**src/rtl/full_adder_pkg.sv**
```systemverilog
// Shared definitions for the registered ripple-carry full adder.
//   FA_DEFAULT_WIDTH : default operand width (single-bit classic full adder)
//   fa_result_t      : {cout, sum} result record at the default width
package full_adder_pkg;

  localparam int FA_DEFAULT_WIDTH = 1;

  typedef struct packed {
    logic                        cout;
    logic [FA_DEFAULT_WIDTH-1:0] sum;
  } fa_result_t;

endpackage

```
**src/rtl/full_adder_cell.sv**
```systemverilog
// Combinational 1-bit full-adder cell, the link of the ripple chain.
//   a, b, cin : operand bits and incoming carry
//   s         : sum bit
//   co        : carry out (majority of the three inputs)
module full_adder_cell (
  input  logic a,
  input  logic b,
  input  logic cin,
  output logic s,
  output logic co
);

  assign s  = a ^ b ^ cin;
  assign co = (a & b) | (a & cin) | (b & cin);

endmodule

```
**src/rtl/full_adder.sv**
```systemverilog
// Registered WIDTH-bit full adder: {cout,sum} = a + b + cin, one-cycle latency.
// Ripple chain of full_adder_cell instances; results captured when in_valid=1
// and held otherwise. Synchronous active-low reset has priority over in_valid.
//   clk, rst_n        : clock, synchronous active-low reset
//   in_valid, a, b, cin : operands, captured when in_valid=1
//   sum, cout         : registered result
//   out_valid         : high for one cycle after each captured operand set
//   ovf               : registered signed overflow, present only when the
//                       FULL_ADDER_OVF_EN macro is defined
module full_adder
  import full_adder_pkg::*;
#(
  parameter int WIDTH = FA_DEFAULT_WIDTH
) (
  input  logic             clk,
  input  logic             rst_n,
  input  logic             in_valid,
  input  logic [WIDTH-1:0] a,
  input  logic [WIDTH-1:0] b,
  input  logic             cin,
  output logic [WIDTH-1:0] sum,
  output logic             cout,
  output logic             out_valid
`ifdef FULL_ADDER_OVF_EN
  ,
  output logic             ovf
`endif
);

  logic [WIDTH:0]   w_carry;
  logic [WIDTH-1:0] w_sum;

  logic [WIDTH-1:0] r_sum;
  logic             r_cout;
  logic             r_out_valid;

  assign w_carry[0] = cin;

  for (genvar i = 0; i < WIDTH; i++) begin : g_cell
    full_adder_cell u_cell (
      .a   (a[i]),
      .b   (b[i]),
      .cin (w_carry[i]),
      .s   (w_sum[i]),
      .co  (w_carry[i+1])
    );
  end

  // Holding on in_valid=0 keeps X/Z on idle inputs away from the outputs.
  always_ff @(posedge clk) begin
    if (!rst_n) begin
      r_sum       <= '0;
      r_cout      <= 1'b0;
      r_out_valid <= 1'b0;
    end else begin
      r_out_valid <= in_valid;
      if (in_valid) begin
        r_sum  <= w_sum;
        r_cout <= w_carry[WIDTH];
      end
    end
  end

  assign sum       = r_sum;
  assign cout      = r_cout;
  assign out_valid = r_out_valid;

`ifdef FULL_ADDER_OVF_EN
  logic r_ovf;

  // Signed overflow: carry into the MSB differs from carry out of it.
  always_ff @(posedge clk) begin
    if (!rst_n) begin
      r_ovf <= 1'b0;
    end else if (in_valid) begin
      r_ovf <= w_carry[WIDTH] ^ w_carry[WIDTH-1];
    end
  end

  assign ovf = r_ovf;
`endif

endmodule

```
**config.mk**
```make
export PLATFORM = sky130hd
export DESIGN_NAME = full_adder
export DESIGN_NICKNAME = d
export VERILOG_FILES = /design/src/rtl/full_adder_pkg.sv /design/src/rtl/full_adder_cell.sv /design/src/rtl/full_adder.sv
export SDC_FILE = /design/constraint.sdc
export NUM_CORES = 1
export LEC_CHECK = 0
export ABC_AREA = 1
export ABC_CLOCK_PERIOD_IN_PS = 1600
export CAP_MARGIN = 20
export CORE_AREA = 4 4 41 43
export CTS_CLUSTER_DIAMETER = 40
export DETAILED_ROUTE_END_ITERATION = 8
export DIE_AREA = 0 0 45 47
export MAX_ROUTING_LAYER = met4
export PLACE_DENSITY = 0.36
export SKIP_CTS_REPAIR_TIMING = 1
export SYNTH_ARGS = -nofsm -noshare
export SYNTH_HDL_FRONTEND = slang
export SYNTH_SLANG_ARGS = --single-unit
```
**constraint.sdc**
```tcl
create_clock -name clk -period 1.6 [get_ports clk]
set_input_delay 0.16 -clock clk [delete_from_list [all_inputs] [get_ports clk]]
set_output_delay 0.16 -clock clk [all_outputs]
set_load 0.01 [all_outputs]
```
==> results.toml, run 1 <==
[timing]
hold_violations = 0
skew_ns = 0
fmax_mhz = 797
worstMarginPinSlew_ns = 0.172
fin_crit_ns = 1.25
rsz0062_at_grt = "no"
setup_viol = 0
finalCritPeriodShare = 0.784
tns_ns = 0
final_max_slew_viol_count = 0
slew_headroom = 0.885

[worst_setup_path]
crit_type = "reg -> out"
slowest_stage = "clkdlybuf4s50_1"
crit_chain = "clkdlybuf4s50_1"
crit_start = "sum"
critPathArrivalTime_ns = 1.09
ff2ff_setup_slack_ns = 1.05
path_depth = 1
path_buf_inv = 1
cp_data_required_time_ns = 1.44
cp-start-kind = "flip-flop"
r2r-end = "cout"
reg2reg_from = "cout"
critical_path.max_fanout = 2
endpoint_kind = "primary output"
ff2ff_path_depth = 2
slowest_delay_ns = 0.53
crit_family = "buffers and inverters"

[synthesis]
avgSynthCellArea_um2 = 7.82
yosysMostFrequentCell = "nand2_1"
ys.flop_type = "dfxtp_1"
yosysWarnings = 0
synthArstFlopShare = 0
yosys.area.top_type = "dfxtp_1"
ys_ff_latch = 3
synthTopCellsByCount = "nand2_1, nor2_1, dfxtp_1, inv_1, fa_1"
synth.area.top_cells = "dfxtp_1, fa_1, nand2_1"
synth.distinct_cells = 5
synth.yosys.seq_area_share = 0.480
syn-num-nets = 23
synth_area_um2 = 125
postSynthCellCount = 16
synth_top_area_share = 0.480
synth_edf_count = 0

[hold_path]
whs_path_depth = 2
hold_start = "sum"
hold_path.class = "reg -> reg"
holdPathEnd = "sum"

[power]
peakVddDrop_uv = 162
p_total_w = 0.000259
power_density_nw_per_um2 = 1030
total_leakage_power_nw = 0.117

[die]
coreArea_um2 = 1300
dieArea_um2 = 2120
die_h_um = 47
num_io_pins = 9
rows = 13
die_x_um = 45
initial_core_util = 0.0962

[route]
post_drt_wl_per_cell_um = 7.74
firstDrtPassIters = 1
viasPerCell = 3.14
drtIter0Drc = 0
drc_errors = 0
wl_um = 333
ant_nets = 0
num_vias = 135

[clock_network]
root_buffer = "clkbuf_4"
clk_path_buf_depth = 2
cts_inserted_buffers = 3
clkLatencyLatePin_ns = 0.23
clk_pin_slew_ns = 0.04
clock-sinks = 3
htree_levels = 1
cts_tree = "done"

[global_route]
grt_pass1_vias = 133
grt-ovfl-total = 0
antenna_found_initial = 0
grt_max_degree = 6
grt_pass1_wl_um = 476
track_usage = 0.0440

[placement]
place_hpwl_um = 263
numPortBuffers = 8
gp_congestion = 0.609

[final_layout]
fin_nets = 36
n_fill_cell = 158
final_layout_size_suffix_gt1_frac = 0.107
syn_to_final_growth_pct = 100
diodes = 0

[status]
outcome = "finished, final reports clean"

[run]
drv_cap = 0
## where the power goes
group | switching [W] | total (W) | leakage, nW | internal, W
logic | 0.0000159 | 0.0000414 | 0.0773 | 0.0000255
clock network | 0.0000407 | 0.000134 | 0.0150 | 0.0000936
registers | 0.00000234 | 0.0000831 | 0.0250 | 0.0000807
## sequential cells by signal, indices dropped and copies added (netlist names)
| name | cells |
|---|---|
| cout | 1 |
| sum | 1 |
| out_valid | 1 |
## cells in the final DEF (no fill, tap or decap), drive strengths merged
cell type,instances
nor2,4
clkbuf,4
clkdlybuf4s50,8
fa,1
inv,3
nand2,5
dfxtp,3
## per-layer routing
metal | global-route usage | up-vias | wire [um]
li1 | - | 68 | -
met1 | 0.0227 | 56 | 99
met2 | 0.0480 | 9 | 138
met3 | 0.0460 | 2 | 77
met4 | 0.0877 | 0 | 17
met5 | - | - | 0
## through the flow
stage | cells | area [um2] | util | setup WS (ns) | hold WS [ns]
after floorplan | 16 | 125 | - | 0.687 | 0.253
final | 43 | 250 | 0.192 | 0.346 | 0.475
after global routing | 43 | 250 | 0.192 | 0.298 | 0.531
after global placement | 39 | 224 | 0.172 | 0.201 | 0.469
after CTS | 43 | 250 | 0.192 | 0.332 | 0.479
after detailed placement | 39 | 224 | 0.172 | 0.177 | 0.474
## layout make-up
type | instances | area [um2] | area share
flip-flops and latches | 3 | 60.1 | 0.240
multi-input cells | 10 | 53.8 | 0.215
clock buffers | 4 | 26.3 | 0.105
well taps | 15 | 18.8 | 0.0750
inverters | 3 | 11.3 | 0.0450
repair buffers | 8 | 80.1 | 0.320
## kinds of logic after synthesis
group	after synthesis	share of synthesized area
flops	3	0.480
simple gates	9	0.270
buf+inv	3	0.0900
fa+ha+maj	1	0.160
## worst max path at each step
stage	slack (ns)	end
final	0.35	sum
after detailed placement	0.18	sum
after CTS	0.33	sum
after floorplan	0.69	sum
after global routing	0.30	sum
after global placement	0.20	sum
Note: power is estimated with default switching activity, not from simulation.
==> inputs of run 2 (changes only) <==
--- a/config.mk
+++ b/config.mk
@@ -6,7 +6,7 @@
 export NUM_CORES = 1
 export LEC_CHECK = 0
 export ABC_AREA = 1
-export ABC_CLOCK_PERIOD_IN_PS = 1600
+export ABC_CLOCK_PERIOD_IN_PS = 1220
 export CAP_MARGIN = 20
 export CORE_AREA = 4 4 41 43
 export CTS_CLUSTER_DIAMETER = 40
==> constraint.sdc (replaced) <==
create_clock -name clk -period 1.22 [get_ports clk]
set_input_delay 0.122 -clock clk [delete_from_list [all_inputs] [get_ports clk]]
set_output_delay 0.122 -clock clk [all_outputs]
set_load 0.01 [all_outputs]
==> results.toml, run 2 (same netlist as run 1, synthesis figures left out) <==
[final_layout]
fin_nets = 36
mostFrequentLayoutCells = "clkdlybuf4s50_1, nand2_1, nor2_1"
diodes = 0
final_common_cell = "clkdlybuf4s50_1"
stdcell_count = 43
syn_to_final_growth_pct = 104
post-route-util = 0.196
final_layout_size_suffix_gt1_frac = 0.107

[hold_path]
hold_path.class = "reg -> reg"

[placement]
placed_cells = 39
gp_congestion = 0.615
numPortBuffers = 8
pre_cts_slack_ns = -0.151
place_hpwl_um = 252

[global_route]
grt_max_degree = 6
grt_pass1_vias = 129
use_met3 = 0.0536
grt_pass1_wl_um = 469
grtUsageMet1 = 0.0318
grt-busiest-layer = "met3"
use_met2 = 0.0424
grt-ovfl-total = 0
antenna_found_initial = 0
track_usage = 0.0400

[clock_network]
htree_levels = 1
root_buffer = "clkbuf_4"
cts_tree = "done"
cts_inserted_buffers = 3
clkLatencyLatePin_ns = 0.23
clk_pin_slew_ns = 0.04
clock-sinks = 3
clk_path_buf_depth = 2

[worst_setup_path]
endpoint_kind = "primary output"
crit_type = "reg -> out"
crit_chain = "clkdlybuf4s50_1"
slowest_delay_ns = 0.53
critical_path.max_fanout = 1
critPathArrivalTime_ns = 1.05
path_buf_inv = 1
cp-start-kind = "flip-flop"
slowest_stage = "clkdlybuf4s50_1"
crit_family = "buffers and inverters"
cp_data_required_time_ns = 1.10

[power]
power_density_nw_per_um2 = 1300
total_leakage_power_nw = 0.146
peakVddDrop_uv = 310

[run]
drv_cap = 0

[status]
outcome = "finished, final reports clean"

[timing]
skew_ns = 0
finalCritPeriodShare = 0.960
fmax_mhz = 853
hold_violations = 0
final_max_slew_viol_count = 0
setup_viol = 0
fin_crit_ns = 1.17
tns_ns = 0
slew_headroom = 0.889
worstMarginPinSlew_ns = 0.166
rsz0062_at_grt = "no"
setup_slack_ns = 0.0483

[die]
rows = 13
die_x_um = 45
die_h_um = 47
coreArea_um2 = 1300
num_io_pins = 9
initial_core_util = 0.0962
dieArea_um2 = 2120

[route]
drtIter0Drc = 1
drc_errors = 0
post_drt_wl_per_cell_um = 7.47
firstDrtPassIters = 2
ant_nets = 0
wl_um = 321
num_vias = 118
viasPerCell = 2.74
[run 2: changes by cell type in the layout (fill, tap and decap cells not counted), sizes merged]
cell | previous run | this run
clkdlybuf4s50 | 8 | 6
dlymetal6s2s | 0 | 2
[run 2: worst paths after layout]
| path | start | end | slack, ns | depth (start not counted) |
|---|---|---|---|---|
| setup / recovery | out_valid | out_valid | 0.05 | 1 |
| hold / removal | sum | sum | 0.47 | 2 |
| setup reg to reg | cout | cout | 0.65 | 2 |
| hold reg to reg | sum | sum | 0.47 | 2 |
[run 2: area by class of cell]
| class | instances | area (um2) |
|---|---|---|
| sequential | 3 | 60.1 |
| fill | 157 | 1050 |
| inverter | 3 | 11.3 |
| timing repair buffer | 8 | 85.1 |
| clock buffer | 4 | 26.3 |
| multi-input combinational | 10 | 53.8 |
| tap | 15 | 18.8 |
[run 2: routing by layer]
metal	vias to the layer above	part of all wire
met5	-	0
met4	0	0
met3	0	0.14
met2	7	0.36
met1	42	0.50
li1	69	-
[run 2: where the power goes]
group / internal (W) / switching [W]
Sequential: 0.000106 / 0.00000292
Clock: 0.000122 / 0.0000479
Combinational: 0.0000322 / 0.0000210
Total: 0.000260 / 0.0000718
[run 2: worst min-delay path, stage by stage (launching register included)]
cell     delay (ns)
dfxtp_1        0.30
nor2_1         0.08
nor2_1         0.05
[run 2: metrics by stage]
step	instance area, um2	total power [W]	hold WS, ns
after global routing	255	0.000367	0.509
after floorplan	125	0.000129	0.215
after detailed placement	224	0.000166	0.468
final	255	0.000332	0.469
after global placement	224	0.000165	0.468
after CTS	250	0.000348	0.472
==> inputs of run 3 (changes only) <==
--- a/config.mk
+++ b/config.mk
@@ -12,7 +12,6 @@
 export CTS_CLUSTER_DIAMETER = 40
 export DETAILED_ROUTE_END_ITERATION = 8
 export DIE_AREA = 0 0 45 47
-export MAX_ROUTING_LAYER = met4
 export PLACE_DENSITY = 0.36
 export SKIP_CTS_REPAIR_TIMING = 1
 export SYNTH_ARGS = -nofsm -noshare
==> results of run 3 <==
Same layout as run 2: the final DEF is identical, and so are final timing and power.
Among the figures that moved: final weighted congestion in routability-driven placement 0.615 -> 0.611; overall routing resource usage 0.0400 -> 0.0387
